<file path="src/rtl/uart_rx_pkg.sv">
// Shared types and constants for the UART receiver frame controller.
package uart_rx_pkg;

  localparam int PRESCALE_W = 6;
  localparam int BIT_CNT_W  = 4;

  // Bit positions reported by the edge/bit counter
  localparam logic [BIT_CNT_W-1:0] START_BIT     = 4'd1;
  localparam logic [BIT_CNT_W-1:0] LAST_DATA_BIT = 4'd9;
  localparam logic [BIT_CNT_W-1:0] PARITY_BIT    = 4'd10;

  typedef enum logic [2:0] {
    IDLE,
    START,
    DATA,
    PARITY,
    STOP,
    CHECK
  } uart_rx_state_t;

endpackage

</file>
<file path="src/rtl/uart_rx_samp_window.sv">
// Decodes the edge counter into the sampler's three-edge majority window
// around mid-bit and the end-of-bit marker.
module uart_rx_samp_window #(
  parameter int PRESCALE_W = 6
) (
  input  logic                  active,
  input  logic [PRESCALE_W-1:0] edge_count,
  input  logic [PRESCALE_W-1:0] prescale,
  output logic                  samp_en,
  output logic                  end_of_bit
);

  localparam logic [PRESCALE_W-1:0] ONE = PRESCALE_W'(1);

  logic [PRESCALE_W-1:0] half;

  // Window is centred on prescale/2; a shift keeps the halving free of dividers
  always_comb begin
    half       = prescale >> 1;
    end_of_bit = (edge_count == prescale);
    samp_en    = active && ((edge_count == half - ONE) ||
                            (edge_count == half) ||
                            (edge_count == half + ONE));
  end

endmodule

</file>
<file path="src/rtl/uart_rx_ctrl.sv">
// Frame-sequencing controller for the UART receiver. Enables the edge/bit
// counter for one frame, strobes the sampler, deserializer and checkers,
// and reports a good frame with a one-cycle data_valid.
// Optional error status outputs: define UART_RX_ERR_STATUS_EN.
module uart_rx_ctrl #(
  parameter int PRESCALE_W = 6,
  parameter int BIT_CNT_W  = 4
) (
  input  logic                  clk,
  input  logic                  rst,
  input  logic                  rx_in,
  input  logic                  par_en,
  input  logic [PRESCALE_W-1:0] prescale,
  input  logic [PRESCALE_W-1:0] edge_count,
  input  logic [BIT_CNT_W-1:0]  bit_count,
  input  logic                  strt_glitch,
  input  logic                  par_err,
  input  logic                  stp_err,
  output logic                  cnt_enable,
  output logic                  samp_en,
  output logic                  deser_en,
  output logic                  strt_chk_en,
  output logic                  par_chk_en,
  output logic                  stp_chk_en,
  output logic                  data_valid,
  output logic                  par_error,
  output logic                  frame_error
);

  import uart_rx_pkg::*;

  uart_rx_state_t state, next_state;
  logic           par_flag, stp_flag;
  logic           frame_active;
  logic           end_of_bit;
  logic           enter_start;

  assign frame_active = (state == START) || (state == DATA) ||
                        (state == PARITY) || (state == STOP);
  assign enter_start  = (next_state == START) && (state != START);

  uart_rx_samp_window #(
    .PRESCALE_W (PRESCALE_W)
  ) u_samp_window (
    .active     (frame_active),
    .edge_count (edge_count),
    .prescale   (prescale),
    .samp_en    (samp_en),
    .end_of_bit (end_of_bit)
  );

  // State register
  always_ff @(posedge clk) begin
    if (rst) state <= IDLE;
    else     state <= next_state;
  end

  // Error flags are cleared at frame start and captured on their check strobe
  always_ff @(posedge clk) begin
    if (rst) begin
      par_flag <= 1'b0;
      stp_flag <= 1'b0;
    end else if (enter_start) begin
      par_flag <= 1'b0;
      stp_flag <= 1'b0;
    end else begin
      if (par_chk_en) par_flag <= par_err;
      if (stp_chk_en) stp_flag <= stp_err;
    end
  end

  // Next-state and strobe decode; every strobe fires only at end of bit
  always_comb begin
    next_state  = state;
    cnt_enable  = 1'b0;
    deser_en    = 1'b0;
    strt_chk_en = 1'b0;
    par_chk_en  = 1'b0;
    stp_chk_en  = 1'b0;
    data_valid  = 1'b0;
    case (state)
      IDLE: begin
        if (!rx_in) next_state = START;
      end
      START: begin
        cnt_enable = 1'b1;
        if (end_of_bit && (bit_count == START_BIT)) begin
          strt_chk_en = 1'b1;
          next_state  = strt_glitch ? IDLE : DATA;
        end
      end
      DATA: begin
        cnt_enable = 1'b1;
        if (end_of_bit) begin
          deser_en = 1'b1;
          if (bit_count == LAST_DATA_BIT) next_state = par_en ? PARITY : STOP;
        end
      end
      PARITY: begin
        cnt_enable = 1'b1;
        if (end_of_bit) begin
          par_chk_en = 1'b1;
          next_state = STOP;
        end
      end
      STOP: begin
        cnt_enable = 1'b1;
        if (end_of_bit) begin
          stp_chk_en = 1'b1;
          next_state = CHECK;
        end
      end
      CHECK: begin
        data_valid = !par_flag && !stp_flag;
        next_state = rx_in ? IDLE : START;
      end
      default: next_state = IDLE;
    endcase
  end

`ifdef UART_RX_ERR_STATUS_EN
  logic glitch_abort;

  // Remember a glitched start so frame_error can pulse in the following cycle
  always_ff @(posedge clk) begin
    if (rst) glitch_abort <= 1'b0;
    else     glitch_abort <= strt_chk_en && strt_glitch;
  end

  assign par_error   = (state == CHECK) && par_flag;
  assign frame_error = ((state == CHECK) && stp_flag) || glitch_abort;
`else
  assign par_error   = 1'b0;
  assign frame_error = 1'b0;
`endif

endmodule

</file>
<file path="config.mk">
export PLATFORM = sky130hd
export DESIGN_NAME = uart_rx_ctrl
export DESIGN_NICKNAME = d
export VERILOG_FILES = /design/src/rtl/uart_rx_pkg.sv /design/src/rtl/uart_rx_samp_window.sv /design/src/rtl/uart_rx_ctrl.sv
export SDC_FILE = /design/constraint.sdc
export NUM_CORES = 1
export LEC_CHECK = 0
export CORE_ASPECT_RATIO = 1.1
export CORE_MARGIN = 4
export CORE_UTILIZATION = 28
export CTS_BUF_LIST = sky130_fd_sc_hd__clkbuf_4 sky130_fd_sc_hd__clkbuf_8
export CTS_CLUSTER_DIAMETER = 80
export DETAILED_ROUTE_END_ITERATION = 12
export GPL_ROUTABILITY_DRIVEN = 0
export GPL_TIMING_DRIVEN = 0
export PLACE_DENSITY = 0.65
export SLEW_MARGIN = 30
export SYNTH_ARGS = -nofsm -noshare
export SYNTH_HDL_FRONTEND = slang
export SYNTH_HIERARCHICAL = 1
export SYNTH_SLANG_ARGS = --single-unit
</file>
<file path="constraint.sdc">
create_clock -name clk -period 2.8 [get_ports clk]
set_input_delay 0.84 -clock clk [delete_from_list [all_inputs] [get_ports clk]]
set_output_delay 0.84 -clock clk [all_outputs]
set_load 0.01 [all_outputs]
</file>
======== After elaboration in Yosys (flattened, before gate mapping) ========
Cells that the tools add are included.
cells by class
  add/subtract/negate cells ............... 2
  equal/unequal tests ..................... 13
  mux-type cells .......................... 18
  reduce and logical (&&, ||, !) cells .... 14
operators with widths
  operator               count
  $mux W3                7
  $eq A6 B6 Y1           3
  $pmux W3 S6            1
  $mux W1                9
  $add A5 B1 Y6 const B  1
  $eq A3 B1 Y1 const B   2
  $eq A3 B2 Y1 const B   2
  $eq A3 B3 Y1 const B   2
  $eq A6 B5 Y1           1
  $sub A5 B1 Y6 const B  1
  $logic_or A1 B1 Y1     5
  $eq A4 B1 Y1 const B   1
  $eq A4 B4 Y1 const B   1
  $logic_and A1 B1 Y1    4
  $reduce_or A4 Y1       1
  $logic_not A3 Y1       1
  $ne A3 B1 Y1 const B   1
  $logic_not A1 Y1       2
  $mux W2                1
  $reduce_or A2 Y1       1
storage, ports and cells
  register bits ........................... 5
  input bits .............................. 23
  output and inout port bits .............. 9
  logic and storage cells ................. 50

======== Depth between registers and ports, before layout ========
Gate-level depths: netlist of the first run.
  word-level depth ........................ 7
  mapped depth ............................ 8
  gate-level depth less buffers ........... 7

======== By module ========
The synthesis of the first run kept the hierarchy.
by module, submodules not included
  module               instances  cells each  area each (um^2)
  uart_rx_ctrl         1          50          416.6
  uart_rx_samp_window  1          45          370.4

======== Least setup slack after synthesis of the first run ========
No wires, ideal clock.
  path kind ............................... input port to output port
  from .................................... input prescale[3]
  to ...................................... output samp_en
  data arrival time ....................... 2.002 ns
  slack ................................... -0.042 ns
  cell stages on the path ................. 6
  cell sequence ........................... buf_6 -> or3_4 -> nor3_2 -> xor2_1 -> o41ai_1 -> a41o_1
between the ends
  cells in the longest elaborated chain, start to end .. 5
  elaborated cells between the ends (all ways) .. 8
  those cells by class .................... add/sub (2); eq/ne (3); reduce/logical (3)
ends and longest elaborated chain
  element                  line                       text
  start: declaration       uart_rx_ctrl.sv:13         input logic [PRESCALE_W-1:0] prescale,
  $sub A5 B1 Y6            uart_rx_samp_window.sv:21  samp_en = active && ((edge_count == half - ONE) ||
  $eq A6 B6 Y1             uart_rx_samp_window.sv:21
  $logic_or A1 B1 Y1       uart_rx_samp_window.sv:21
  $logic_or A1 B1 Y1 (*)   uart_rx_samp_window.sv:22  (edge_count == half) ||
  $logic_and A1 B1 Y1 (*)  uart_rx_samp_window.sv:21
  end: declaration         uart_rx_ctrl.sv:20         output logic samp_en,
Every way passes the cells marked *; elsewhere a longest branch is shown, timed or not.

======== Worst setup path in the final report of the first run ========
  from .................................... input prescale[2]
  to ...................................... output samp_en
Same word-level chain as after synthesis.

==> metrics, run 1 <==
Via-to-Cell Ratio=5.103; Post-Synth Simple-Gate Area=34.66%; max-cap violations=0; crit path DAT=2270 ps; Ports=32; CORE AREA=2591 sq um; gr ovfl total=0; warnings from Yosys=6; Hold Violations, Final=0; post-route ant nets=0; fill cell count=244; kind of critical path=in2out; clk slew on worst S/H paths=40 ps; Max IR drop VDD=0.0002419 V; post-synthesis mux area share=2.544%; Leak=0.5728 nW; layout cells sized above 1=45.45%; largest area contributor in the netlist=xnor2_1; Gate Count Post-Synth=95; Fmax=0.3219 GHz; DR vias=888; EDFF count, synth=0; global-route wire length before repair=4.077 mm; Synth area leaders=xnor2_1 14%, dfxtp_1 13%, xor2_1 7.8%, buf_6 4.3%, buf_4 3.8%; CP Launch Type=primary input; Post-Synth XOR/XNOR Area=24.32%; Worst setup EP type=output pin; Synth Area in Adders=3.180%; Yosys top cell area share=14.47%; Mapped Avg Cell Area=8.284 sq um; n_diodes=0; gr usage total=13.99%; sequential area share after synthesis=12.72%; drt pass-1 iters=5; #FFs+latches synth=5; IO buf count=27; final hold slack=509.5 ps; clock sinks=5; HPWL Detailed=1.691 mm; row count=19; RSZ-0062 raised after global routing=yes; largest net degree at the start of global routing=11; fin crit period=3107 ps; Final setup viols=5; commonest cells in the synthesized netlist=13 x xnor2_1, 8 x nor2_1, 7 x xor2_1; Final nets=169; DIE WIDTH=58.55 um; largest family of logic cells by synthesized area=simple AND/OR/NAND/NOR gates; Hold/Removal Path Class=reg2reg; number of global-route vias before repair=898; CTS tree=done; ys flop type=dfxtp_1; synth unique cells=42; clock tree buffer depth=2; CTS Buf Count=3; Slew Limit Fails=0; DR WL/cell=14.72 um; status=finished with violations; # DRC=0; most frequent cell after synthesis=xnor2_1; Crit path required time=1960 ps; fin worst setup slack=-306.6 ps; Non-Filler Instances=174; Async SR Flop Fraction=0%; Initial Util=30.37%; violated checks=setup timing; Pwr Density=232.5 nW/um^2; Clock Skews=1.569 ps; DIE HEIGHT=63.61 um; placed cells=154; clk_lat worst skew=240 ps; synthesized area=787.0 sq um; worst-path maximum fanout=7; period utilization=111.0%; Die ar.=3724 sq um; H-tree depth reported by CTS=1; initial antenna violation count=0; Area Overhead vs Synth=73.77%; Root Buffer=clkbuf_4; Compound-Gate Fraction of Synth Area=12.56%; initial drt markers=19; WL final=2.562 mm
-- per-stage QoR --
stage	utilization (%)	total power, mW	setup WS (ps)	area [sq um]	setup TNS, ps
2_1_floorplan	-	0.1401	-10.06	800.8	-10.06
3_3_place_gp	42.83	0.1892	-1269	1110	-5470
3_5_place_dp	42.83	0.1915	-1334	1110	-5499
4_1_cts	48.38	0.3008	-270.0	1254	-760.3
5_1_grt	52.78	0.3363	-366.5	1368	-1029
6_report	52.78	0.3179	-306.6	1368	-703.9
-- critical path, cell delays in order --
cell,delay [ps]
buf_12,120
clkinv_8,40
ha_4,120
nor3b_4,190
xor2_1,210
nand4b_1,170
o41ai_2,320
a41o_1,130
buf_2,130
-- cell families after synthesis --
group | count (synthesis)
DFF | 5
buffers and inverters | 10
and+or+nand+nor | 40
xor gates and xnor gates | 21
adders and majority gates | 2
muxes | 2
AOI/OAI and AO/OA | 14
other | 1
-- metal layers --
metal,share of wire (%),track usage (%)
met1,36,14.70
met2,55,25.42
met3,7.0,4.082
met4,1.8,5.217
met5,0,0
-- path summary, 6_finish.rpt --
check	start	endpoint	slack [ps]	cells after the start
max	prescale[2]	samp_en	-310	9
max reg2reg	state[2]	par_flag	1470	6
min	par_flag	par_flag	510	2
min reg2reg	par_flag	par_flag	510	2
-- state kept, by name, indices dropped and copies added, names as in the netlist --
signal and flops:
stp_flag 1, par_flag 1, state 3
-- what timing repair did --
item | CTS | global route
setup buffers | 11 | 5
endpoints found under the setup margin | 5 | 5
hold buffers | 0 | 0
gates resized for setup | 72 | 21
pin swaps | 9 | 7
-- area by class of cell --
class | instances | area (sq um) | area share [%]
Tap cell | 31 | 38.79 | 2.836
Timing Repair Buffer | 43 | 374.1 | 27.36
Sequential cell | 5 | 100.1 | 7.319
Inverter | 3 | 28.78 | 2.104
Clock buffer | 4 | 30.03 | 2.196
Multi-Input combinational cell | 81 | 723.2 | 52.88
Buffer | 7 | 72.57 | 5.307
-- where the power goes --
group | internal [mW] | leakage (nW) | switching (mW)
logic | 0.0810 | 0.514 | 0.0670
clock network | 0.0637 | 0.0184 | 0.0313
registers | 0.0726 | 0.0406 | 0.00233
total | 0.217 | 0.573 | 0.101
-- cells in the final DEF (no fill, tap or decap), types with 2 or more instances in the layout --
cell type / n
nor2b_1: 2
nor3_1: 2
mux2i_1: 2
buf_6: 5
nor4b_1: 2
xor2_1: 5
conb_1: 2
buf_2: 8
nand4b_1: 3
a21oi_1: 4
nor2_1: 8
buf_12: 3
nand3_1: 2
xnor2_2: 3
xnor2_1: 10
nor3_2: 2
dfxtp_1: 5
clkdlybuf4s50_1: 12
clkbuf_4: 4
buf_4: 18
xor2_2: 3
nor3b_4: 2
Note: power is estimated with default switching activity, not from simulation.
==> inputs of run 2 (changes only) <==
CORE_ASPECT_RATIO = not set   (was 1.1)
CORE_MARGIN = not set   (was 4)
==> run 2 against run 1 <==
The run still ends with setup timing left. Sequential share of layout area is 0.16 points higher. Global-route usage increased by 3.0 points. Final area decreased by 2.2%. Final cell count down 2.9%. Die area decreased by 19%. Critical endpoint unchanged.
==> metrics, run 2 (synthesis gave the netlist of run 1 again) <==
Clock Skews=10.98 ps (was 1.569 ps); Critical Path Max Stage Delay=400 ps (was 320 ps); kind of critical path=in2out (unchanged); Die ar.=3027 sq um (was 3724 sq um); row count=18 (was 19); number of global-route vias before repair=884 (was 898); CTS tree=done (unchanged); Crit path required time=1960 ps (about the same); area of placed instances=1109 sq um (was 1110 sq um); hold_buf cts=0 (unchanged); register cell area after layout=100.1 sq um (unchanged); IO buf count=27 (unchanged); DR vias=865 (was 888); CP top delay family=simple AND/OR/NAND/NOR gates (was compound AO/OA/AOI/OAI gates); n_diodes=0 (unchanged); pre-CTS WS=-1327 ps (was -1334 ps); fin worst setup slack=-223.9 ps (was -306.6 ps); DIE WIDTH=55.02 um (was 58.55 um); CP Launch Type=primary input (unchanged); commonest non-fill, non-tap cell in the layout=buf_4 (unchanged); Largest register FFs=3 (unchanged); period utilization=108.0% (was 111.0%); Most flops, register=state (unchanged); most frequent cells in the layout=14 x buf_4, 12 x clkdlybuf4s50_1, 10 x xnor2_1 (was 18 x buf_4, 12 x clkdlybuf4s50_1, 10 x xnor2_1); fill cell count=249 (was 244); largest net degree at the start of global routing=11 (unchanged); clk_lat worst skew=260 ps (was 240 ps); Slew Limit Fails=0 (unchanged); Fmax=0.3307 GHz (was 0.3219 GHz); Worst setup EP type=output pin (unchanged); clock tree buffer depth=2 (unchanged); Hold/Removal Path Class=reg2reg (unchanged); Ports=32 (unchanged); DIE HEIGHT=55.02 um (was 63.61 um); DR WL/cell=13.71 um (was 14.72 um); post-route ant nets=0 (unchanged); Crit-path slowest cell=or3_4 (was o41ai_2); CP Buf/Inv Count=2 (was 3); Via-to-Cell Ratio=5.118 (was 5.103); Hold Violations, Final=0 (unchanged); post-route cell area=1338 sq um (was 1368 sq um); drt pass-1 iters=4 (was 5); CORE AREA=2567 sq um (was 2591 sq um); Initial Util=30.65% (was 30.37%); clk slew on worst S/H paths=40 ps (about the same); max-cap violations=0 (unchanged); initial antenna violation count=0 (unchanged); Final setup viols=5 (unchanged); crit path DAT=2180 ps (was 2270 ps); gr usage total=17.02% (was 13.99%); Pwr Density=239.9 nW/um^2 (was 232.5 nW/um^2); Root Buffer=clkbuf_4 (unchanged); gr ovfl total=0 (unchanged); RSZ-0062 raised after global routing=yes (unchanged); status=finished with violations (unchanged); crit path cell chain=buf_12 > or3_4 > nor3_4 > xor2_1 > o41ai_2 > a41o_1 > buf_2 (was buf_12 > clkinv_8 > ha_4 > nor3b_4 > xor2_1 > nand4b_1 > o41ai_2 > a41o_1 > buf_2); WL final=2.317 mm (was 2.562 mm); top flop regs=state x3, par_flag x1, stp_flag x1 (unchanged); Leak=0.5735 nW (was 0.5728 nW); clock sinks=5 (unchanged); global-route wire length before repair=3.663 mm (was 4.077 mm); H-tree depth reported by CTS=1 (unchanged); worst-path maximum fanout=4 (was 7); area of the multi-input gates=770.7 sq um (was 723.2 sq um); layout cells sized above 1=46.04% (was 45.45%); violated checks=setup timing (unchanged); HPWL Detailed=1.639 mm (was 1.691 mm); # DRC=0 (unchanged); Area Overhead vs Synth=69.95% (was 73.77%); fin crit period=3024 ps (was 3107 ps); Final nets=165 (was 169); Max IR drop VDD=0.0002241 V (was 0.0002419 V); initial drt markers=9 (was 19); CTS Buf Count=3 (unchanged)
-- run 2: cell types whose count changed in the layout (fill, tap and decap cells not counted), moves of 2 or more --
cell / delta
nor3_4: +2
buf_12: -2
buf_4: -4
clkbuf_2: +3
-- run 2: where the power goes --
part	internal, mW	switching, mW	leakage, nW
sequential	0.0725	0.00237	0.0406
clock	0.0641	0.0381	0.0184
combinational	0.0770	0.0668	0.515
total	0.214	0.107	0.574
-- run 2: worst paths after layout --
kind | from | to | slack [ps] | cells past startpoint
worst min-delay path | par_flag | par_flag | 500 | 2
worst min register to register | par_flag | par_flag | 500 | 2
worst max-delay path | prescale[3] | samp_en | -220 | 7
worst max register to register | state[2] | par_flag | 1460 | 6
-- run 2: metal layers --
layer / part of all wire (%) / track usage [%] / up-vias
met2: 53 / 33.94 / 31
li1: - / - / 420
met4: 2.6 / 8.333 / 0
met1: 37 / 16.69 / 407
met5: 0 / 0 / -
met3: 7.3 / 2.459 / 7
-- run 2: stage by stage --
stage	utilization (%)	TNS (ps)	std cells	hold WS (ps)	total power [mW]
after floorplan	-	-10.06	96	461.4	0.1401
after global placement	43.18	-5419	153	480.8	0.1887
after detailed placement	43.18	-5480	153	489.8	0.1917
after CTS	50.34	-884.8	168	500.4	0.3120
after global routing	52.10	-864.3	169	526.8	0.3362
final	52.10	-598.0	169	495.5	0.3208
-- run 2: cell type report --
class                   count  share of cell area [%]
plain buffers               7                   5.426
clock buffers               4                   2.245
inverters                   3                  0.8419
multi-input cells          81                   57.62
flip-flops and latches      5                   7.484
well taps                  30                   2.806
repair buffers             39                   23.57
-- run 2: worst min-delay path, stage by stage (launching register included) --
cell and delay, ps:
dfxtp_1 320, mux2i_1 70, nor2_1 70
-- run 2: timing repair --
item,CTS,global route
endpoints found under the setup margin,5,5
gates resized for setup,77,17
pin swaps,15,4
buffers inserted,11,1
==> inputs of run 3 (changes only) <==
SKIP_CTS_REPAIR_TIMING = 1   (was not set)
==> run 3 against run 2 <==
The run still ends with setup timing left. Combinational power is 4% lower. Die area stayed put. Hold slack hardly changed. Via count is 0.69% lower. Final area is 1.9% lower. Total power is 2.8% lower. Setup slack worse by 49 ps. Maximum frequency is 1.6% lower. Non-clock buffer count is 3 lower.
==> metrics, run 3 (synthesis gave the netlist of run 1 again) <==
Final nets=162 (was 165); post-route ant nets=0 (unchanged); clk_lat worst skew=250 ps (was 260 ps); area of the multi-input gates=742.0 sq um (was 770.7 sq um); Largest register FFs=3 (unchanged); Most flops, register=state (unchanged); Final setup viols=5 (unchanged); Leak=0.5563 nW (was 0.5735 nW); DR vias=859 (was 865); initial drt markers=7 (was 9); Clock Skews=6.105 ps (was 10.98 ps); clock sinks=5 (unchanged); Crit path required time=1960 ps (about the same); layout cells sized above 1=41.91% (was 46.04%); Pwr Density=237.5 nW/um^2 (was 239.9 nW/um^2); Via-to-Cell Ratio=5.175 (was 5.118); Layout Utilization=51.12% (was 52.10%); setup slack, reg-to-reg=1470 ps (was 1460 ps); global-route wire length before repair=3.194 mm (was 3.663 mm); most frequent cells in the layout=14 x buf_4, 12 x clkdlybuf4s50_1, 10 x xnor2_1 (unchanged); Area Overhead vs Synth=66.77% (was 69.95%); Fmax=0.3254 GHz (was 0.3307 GHz); Worst setup EP type=output pin (unchanged); largest net degree at the start of global routing=11 (unchanged); reg-to-reg critical path endpoint=par_flag (unchanged); r2r startpoint=state[2] (unchanged); crit path launch=prescale[5] (was prescale[3]); period utilization=109.8% (was 108.0%); CTS tree=done (unchanged); fin crit period=3073 ps (was 3024 ps); Slew Limit Fails=0 (unchanged); gr ovfl total=0 (unchanged); Root Buffer=clkbuf_4 (unchanged); n_diodes=0 (unchanged); clock tree buffer depth=2 (unchanged); WL final=2.320 mm (was 2.317 mm); HPWL Detailed=1.639 mm (unchanged); Hold Violations, Final=0 (unchanged); fin worst setup slack=-273.2 ps (was -223.9 ps); CP endpoint=samp_en (unchanged); top flop regs=state x3, par_flag x1, stp_flag x1 (unchanged); Max IR drop VDD=0.0002268 V (was 0.0002241 V); register cell area after layout=100.1 sq um (unchanged); placed cells=153 (unchanged); drt pass-1 iters=4 (unchanged); number of global-route vias before repair=771 (was 884); fill cell count=251 (was 249); violated checks=setup timing (unchanged); crit path DAT=2230 ps (was 2180 ps); kind of critical path=in2out (unchanged); Power, Total=0.3117 mW (was 0.3208 mW); # DRC=0 (unchanged); Fin Setup TNS=-965.8 ps (was -598.0 ps); DIE WIDTH=55.02 um (unchanged); initial antenna violation count=0 (unchanged); Ports=32 (unchanged); IO buf count=27 (unchanged); Initial Util=30.65% (unchanged); pre-CTS WS=-1327 ps (unchanged); row count=18 (unchanged); DR WL/cell=13.98 um (was 13.71 um); status=finished with violations (unchanged); CP Launch Type=primary input (unchanged); Non-Filler Instances=166 (was 169); max-cap violations=0 (unchanged); RSZ-0062 raised after global routing=yes (unchanged); cell count of the worst reg-to-reg path=6 (unchanged); gr usage total=14.66% (was 17.02%); DIE HEIGHT=55.02 um (unchanged); Hold/Removal Path Class=reg2reg (unchanged); commonest non-fill, non-tap cell in the layout=buf_4 (unchanged); worst-path maximum fanout=4 (unchanged); H-tree depth reported by CTS=1 (unchanged); Die ar.=3027 sq um (unchanged); clk slew on worst S/H paths=40 ps (about the same); CORE AREA=2567 sq um (unchanged); CTS Buf Count=3 (unchanged)
==> run 3: layout make-up <==
cell class | instances | area share, %
multi-input cells | 81 | 56.53
plain buffers | 7 | 5.815
well taps | 30 | 2.860
clock buffers | 4 | 2.288
repair buffers | 36 | 24.02
inverters | 3 | 0.8580
flip-flops and latches | 5 | 7.626
==> run 3: report_power, final <==
group / switching, mW / total, mW / leakage (nW) / internal (mW)
registers: 0.00247 / 0.0750 / 0.0406 / 0.0725
logic: 0.0636 / 0.138 / 0.497 / 0.0740
clock network: 0.0352 / 0.0991 / 0.0184 / 0.0639
total: 0.101 / 0.312 / 0.556 / 0.210
==> run 3: worst max-delay path, cell delays in order <==
cell	delay, ps
dlymetal6s2s_1	210
xnor2_2	310
nor4bb_2	390
nand4b_1	150
o41ai_2	70
a41o_1	130
buf_2	130
==> run 3: how the worst min path moves through the flow <==
stage                     cells after the start  endpoint     start  slack (ps)
after floorplan                               2  stp_flag  stp_flag         460
after global placement                        2  stp_flag  stp_flag         480
after detailed placement                      2  par_flag  par_flag         490
after CTS                                     2  par_flag  par_flag         500
after global routing                          2  par_flag  par_flag         530
final                                         2  par_flag  par_flag         500
==> run 3: routing by layer <==
layer  wire [um]  GRT usage (%)  part of all wire [%]
met3         161          1.639                   6.9
met2        1243          28.51                    54
met5           0              0                     0
met1         883          15.61                    38
met4          31          6.250                   1.3
==> run 3: stage by stage <==
step	area (sq um)	hold WS [ps]
final	1313	495.9
after global routing	1313	526.8
after CTS	1139	500.4
after detailed placement	1109	489.8
after global placement	1109	480.8
after floorplan	800.8	461.4
